<file path="src/rtl/fire_fifo_if.sv">
// Handshake bundle between the neuron-update stage (master) and the fire FIFO (slave).
// Carries push/pop strobes, the tag path and the full/empty flow-control flags.
interface fire_fifo_if #(
  parameter int TAG_WIDTH = 1
);
  logic                 enq;
  logic                 deq;
  logic [TAG_WIDTH-1:0] in_tag;
  logic [TAG_WIDTH-1:0] out_tag;
  logic                 full;
  logic                 empty;

  modport master (
    output enq,
    output deq,
    output in_tag,
    input  out_tag,
    input  full,
    input  empty
  );

  modport slave (
    input  enq,
    input  deq,
    input  in_tag,
    output out_tag,
    output full,
    output empty
  );
endinterface

</file>
<file path="src/rtl/fire_fifo.sv">
// First-word fall-through FIFO of fired-neuron tags; the head entry is presented
// combinationally and the flags decode from an occupancy counter.
module fire_fifo #(
  parameter int TAG_WIDTH = 1,
  parameter int DEPTH     = 4
) (
  input  logic         clk,
  input  logic         asyn_reset,
  fire_fifo_if.slave   bus
);
  localparam int ADDR_WIDTH = $clog2(DEPTH);
  localparam logic [ADDR_WIDTH:0] COUNT_FULL = (ADDR_WIDTH+1)'(DEPTH);

  logic [TAG_WIDTH-1:0]  storage_q [DEPTH];
  logic [TAG_WIDTH-1:0]  storage_d [DEPTH];
  logic [ADDR_WIDTH-1:0] wr_ptr_q, wr_ptr_d;
  logic [ADDR_WIDTH-1:0] rd_ptr_q, rd_ptr_d;
  logic [ADDR_WIDTH:0]   count_q, count_d;

  logic full;
  logic empty;
  logic acc_enq;
  logic acc_deq;

  assign full  = (count_q == COUNT_FULL);
  assign empty = (count_q == '0);

  // A push into a full FIFO is still taken when a pop frees the head slot in the same edge.
  assign acc_enq = bus.enq & (~full | bus.deq);
  assign acc_deq = bus.deq & ~empty;

  always_comb begin
    storage_d = storage_q;
    wr_ptr_d  = wr_ptr_q;
    rd_ptr_d  = rd_ptr_q;
    count_d   = count_q;
    if (acc_enq) begin
      storage_d[wr_ptr_q] = bus.in_tag;
      wr_ptr_d            = wr_ptr_q + 1'b1;
    end
    if (acc_deq) begin
      rd_ptr_d = rd_ptr_q + 1'b1;
    end
    if (acc_enq && !acc_deq) begin
      count_d = count_q + (ADDR_WIDTH+1)'(1);
    end else if (acc_deq && !acc_enq) begin
      count_d = count_q - (ADDR_WIDTH+1)'(1);
    end
  end

  always_ff @(posedge clk or posedge asyn_reset) begin
    if (asyn_reset) begin
      for (int i = 0; i < DEPTH; i++) begin
        storage_q[i] <= '0;
      end
      wr_ptr_q <= '0;
      rd_ptr_q <= '0;
      count_q  <= '0;
    end else begin
      storage_q <= storage_d;
      wr_ptr_q  <= wr_ptr_d;
      rd_ptr_q  <= rd_ptr_d;
      count_q   <= count_d;
    end
  end

  assign bus.full    = full;
  assign bus.empty   = empty;
  assign bus.out_tag = empty ? '0 : storage_q[rd_ptr_q];
endmodule

</file>
<file path="src/flat_wrapper.sv">
// flat-port wrapper written by rule: the top's interface ports become plain ports
module fire_fifo_flat 
#(
  parameter int TAG_WIDTH = 1,
  parameter int DEPTH     = 4
)
  (clk, asyn_reset, bus_enq, bus_deq, bus_in_tag, bus_out_tag, bus_full, bus_empty);
  fire_fifo_if #(.TAG_WIDTH(TAG_WIDTH)) bus_i ();
  input  logic clk;
  input  logic asyn_reset;
  input wire logic [$bits(bus_i.enq)-1:0] bus_enq;
  input wire logic [$bits(bus_i.deq)-1:0] bus_deq;
  input wire logic [$bits(bus_i.in_tag)-1:0] bus_in_tag;
  output wire logic [$bits(bus_i.out_tag)-1:0] bus_out_tag;
  output wire logic [$bits(bus_i.full)-1:0] bus_full;
  output wire logic [$bits(bus_i.empty)-1:0] bus_empty;
  assign bus_i.enq = bus_enq;
  assign bus_i.deq = bus_deq;
  assign bus_i.in_tag = bus_in_tag;
  assign bus_out_tag = bus_i.out_tag;
  assign bus_full = bus_i.full;
  assign bus_empty = bus_i.empty;
  fire_fifo #(.TAG_WIDTH(TAG_WIDTH), .DEPTH(DEPTH)) u_core (.clk(clk), .asyn_reset(asyn_reset), .bus(bus_i));
endmodule
</file>
<file path="config.mk">
export PLATFORM = sky130hd
export DESIGN_NAME = fire_fifo_flat
export DESIGN_NICKNAME = d
export VERILOG_FILES = /design/src/rtl/fire_fifo_if.sv /design/src/rtl/fire_fifo.sv /design/src/flat_wrapper.sv
export SDC_FILE = /design/constraint.sdc
export NUM_CORES = 1
export LEC_CHECK = 0
export CAP_MARGIN = 20
export CORE_AREA = 2 2 39 41
export CTS_CLUSTER_DIAMETER = 40
export DETAILED_ROUTE_END_ITERATION = 6
export DIE_AREA = 0 0 41 43
export PLACE_DENSITY = 0.81
export SLEW_MARGIN = 20
export SYNTH_ARGS = -nofsm -noshare
export SYNTH_HDL_FRONTEND = slang
export SYNTH_SLANG_ARGS = --single-unit
</file>
<file path="constraint.sdc">
create_clock -name clk -period 3.9 [get_ports clk]
set_clock_uncertainty 0.15 [all_clocks]
set_input_delay 0.78 -clock clk [delete_from_list [all_inputs] [get_ports clk]]
set_output_delay 0.78 -clock clk [all_outputs]
set_load 0.02 [all_outputs]
</file>
[Word level (Yosys, flattened, before mapping)]
Cells that the tools add are included.
Storage, ports and cells
  flip-flop bits (word level): 11
  bits of input ports: 5
  output and inout port bits: 3
  logic and storage cells: 38
Operators by class
  add/subtract/negate cells: 4
  $lt $le $gt $ge: 3
  eq/ne operators: 1
  multiplexer cells: 9
  bitwise gates (word level): 7
  reductions and logical operators: 7
Operator list (count)
  $ge A3 B3 Y1 const B: 2
  $mux W3: 2
  $not A2 Y3: 2
  $add A2 B1 Y2 const B: 2
  $bwmux W4: 1
  $mux W1: 4
  $add A3 B1 Y3 const B: 1
  $eq A3 B3 Y1 const B: 1
  $logic_and A1 B1 Y1: 3
  $logic_not A3 Y1: 1
  $lt A3 B1 Y1 const B: 1
  $sub A3 B1 Y3 const B: 1
  $and A1 B1 Y1: 2
  $bmux W1 S2: 1
  $demux W1 S2: 1
  $logic_not A1 Y1: 2
  $not A1 Y1: 2
  $reduce_bool A2 Y1: 1
  $or A1 B1 Y1: 1

[Longest topological paths before layout]
  depth after elaboration: 8
  mapped depth: 8
  mapped depth without buffers: 8

[Worst setup path before layout]
Ideal clock, no wire load.
  path type: register to register
  start: reg u_core.count_q[0]
  end: reg u_core.count_q[2]
  setup time: 0.079 ns
  arrival: 2.311 ns
  required time: 3.671 ns
  setup slack: 1.360 ns
  stages on the path, launching flop included: 9
  path buffers: 0
  clock period less this slack: 2.540 ns
  cell sequence: dfrtp_1 > nor3_1 > nand2b_1 > ha_1 > inv_1 > fa_1 > xor2_1 > nor2_1 > xor2_1
Between the ends
  elaborated cells on any way between the ends: 16
  those cells by class: add/sub: 2; eq/ne: 1; mux: 2; bitwise: 5; reduce/logical: 6
RTL lines
  start: declaration: RTL line fire_fifo.sv:18  | logic [ADDR_WIDTH:0] count_q, count_d;
  start signal: assignment: RTL line fire_fifo.sv:63  | count_q <= count_d;
  $logic_not A3 Y1 (*): RTL line fire_fifo.sv:26  | assign empty = (count_q == '0);
  net bus_empty: RTL line flat_wrapper.sv:16  | output wire logic [$bits(bus_i.empty)-1:0] bus_empty;
  $not A1 Y1 (*): RTL line fire_fifo.sv:30  | assign acc_deq = bus.deq & ~empty;
  $and A1 B1 Y1 (*): RTL line fire_fifo.sv:30
  $logic_not A1 Y1: RTL line fire_fifo.sv:44  | if (acc_enq && !acc_deq) begin
  $logic_and A1 B1 Y1: RTL line fire_fifo.sv:44
  $mux W3 / $reduce_bool A2 Y1 (equally long branches)
The timed path passes the listed nets; every way through them passes the cells marked *. The select of a mux whose other input is x is not followed.
A chain may end at the register's enable or synchronous reset.

[Final worst setup path]
  start: reg u_core.count_q[0]
  end: out bus_empty
Between the ends
  longest elaborated chain between the ends: 1
Ends and longest elaborated chain (RTL line)
  $logic_not A3 Y1: fire_fifo.sv:26
  end: declaration: flat_wrapper.sv:16
No other way between the ends.

==> impl_metrics.toml <==
[global_route]
top_usage_layer = "met2"
grt.met2_usage_pct = 22.8
met3_usage_pct = 3.14
grt_pass1_wl_mm = 1.75
grt_use_total_pct = 15.2
use_met1_pct = 18.5
grt_max_degree = 12
antenna_found_initial = 0
grt_pass1_vias = 405
grt.overflow.total = 0

[setup_path]
reg2regPathDepth = 8
worstPathArrival_ps = 1850
startpoint_type = "flip-flop"
required_ps = 2970
slowest_stage = "clkdlybuf4s50_1"
slowest_delay_ps = 690
critPathKind = "reg -> out"
end_kind = "output pin"
critPathMaxFanout = 5
cp_cell_sequence = "nor3_1 -> clkdlybuf4s50_1"

[yosys]
synth_cells = 51
synth-edff-count = 0
syn_area_per_cell_um2 = 12.0
synth_top_flop_cell = "dfrtp_1"
synth_area_leaders = "dfrtp_1 45%, ha_1 10%, mux2_1 9.2%, xnor2_1 4.3%, xor2_1 4.3%"
ys_seq_area_share_pct = 44.8
yosysUniqueCellTypes = 17
yosysTopAreaCellShare_pct = 44.8
yosys_warnings = 0
syn-num-nets = 62
yosysMostFrequentCell = "dfrtp_1"
ys_ff_latch = 11
synth.cell_area_um2 = 614
synth_area_leader_cell = "dfrtp_1"
async_reset_ff_share_pct = 100
synth_common_cells = "11 x dfrtp_1, 6 x nor2_1, 5 x ha_1, 5 x mux2_1, 5 x nand2_1"

[cts]
cts-root-buf = "clkbuf_4"
cts_resized = 0
cts_buffers = 3
clkTransAtPathRegs_ps = 70
numClockSinks = 11
post_cts_buffers = 0
h-tree-depth = 1
clk_path_buf_depth = 2
cts_hold_buf = 0
cts_tree = "done"
clk_latency_ps = 260

[timing]
final.setup.tns_ps = 0
max_freq_ghz = 0.360
rsz0062_at_grt = "false"
max_slew_margin_pct = 72.4
worstMarginPinSlew_ps = 411
hold_viol_final = 0
fin_ws_ps = 1120
timing.final.crit_share_pct = 71.3
period_needed_ps = 2780
setup_viol = 0
slew_violations = 0

[floorplanning]
die_area_um2 = 1760
start_util_pct = 44.4
coreArea_um2 = 1380
pin_count = 8
row_count = 14
die_h_um = 43
die_w_um = 41

[power_and_ir_drop]
p_leak_nw = 0.333
irDropWorstVdd_mv = 0.391
powerDensity_nw_per_um2 = 792

[cells_and_area]
area_growth_syn_to_layout_pct = 18.9
final_cell_area_um2 = 731
diodes = 0
drive_gt1_share_pct = 11.3
nNetsFinal = 74

[placement]
port-buffer-count = 7
placed_cell_area_um2 = 704
pre_cts_ws_ps = 931
place.gp.congestion = 0.748
dp_hpwl_um = 757

[route]
drt_wl_total_um = 962
via_per_inst = 4.87
drc = 0
via_count = 380
drtAntennaViolNets = 0
drt_iter0_markers = 6
drt-pass1-iter-count = 4
wire_per_inst_um = 12.3

[min_path]
holdCritPathClass = "reg -> reg"
min_path_cells = 1

[status]
status = "finished clean"

[job]
cap_violations = 0
-- cell families after synthesis --
| kind of cell | count (synthesis) | share of synthesized area, % |
|---|---|---|
| buf+inv | 4 | 2.44 |
| fa+ha+maj | 6 | 13.4 |
| xor+xnor | 6 | 8.56 |
| simple gates | 17 | 16.1 |
| mux | 7 | 14.7 |
| flops | 11 | 44.8 |
-- worst paths after layout --
check | startpoint | slack [ps] | endpoint
min reg2reg | u_core.rd_ptr_q[1] | 340 | u_core.rd_ptr_q[1]
min | u_core.rd_ptr_q[1] | 340 | u_core.rd_ptr_q[1]
max in group asynchronous | asyn_reset | 2650 | u_core.storage_q[3]
min in group asynchronous | asyn_reset | 660 | u_core.rd_ptr_q[0]
max | u_core.count_q[0] | 1120 | bus_empty
max reg2reg | u_core.count_q[0] | 1530 | u_core.count_q[2]
-- critical path: cells and delay by family (launching register included) --
kind                   cells  cell delay, ps
DFF                        1             480
and+or+nand+nor            1             420
buffers and inverters      1             690
-- layout make-up --
cell class	instances	area (um^2)
fill	126	653
multi-input combinational	36	324
sequential	11	275
timing repair buffer	7	70.1
clock buffer	4	26.3
tap	16	20.0
inverter	4	15.0
-- stage by stage --
stage,std cells,util (%),power (mW),hold slack (ps)
after detailed placement,74,50.9,0.510,330
after global placement,74,50.9,0.490,313
final,78,52.8,0.579,336
after floorplan,51,-,0.423,300
after global routing,78,52.8,0.638,359
after CTS,78,52.8,0.587,345
-- cell usage in the layout, fill, tap and decap left out, types with 3 or more instances in the layout --
| cell type | n |
|---|---|
| dfrtp_1 | 11 |
| clkdlybuf4s50_1 | 7 |
| nor2_1 | 6 |
| nand2_1 | 5 |
| mux2_1 | 5 |
| ha_1 | 5 |
| inv_1 | 4 |
| xnor2_1 | 3 |
| xor2_1 | 3 |
| clkbuf_4 | 3 |
-- report_power, final --
group	total (mW)	switching, mW	internal (mW)
sequential	0.238	0.0622	0.176
clock	0.0761	0.0365	0.0396
combinational	0.265	0.114	0.150
-- state kept, by name, summed over array words and instances, names as in the netlist --
name,cells
u_core.count_q,3
u_core.rd_ptr_q,2
u_core.wr_ptr_q,2
u_core.storage_q,4
-- routing by layer --
metal / part of all wire [%] / vias to the layer above
met5: 0 / -
met4: 3.3 / 0
met3: 5.2 / 4
met2: 47 / 10
met1: 44 / 180
li1: - / 186
(Power assumes the default switching activity.)
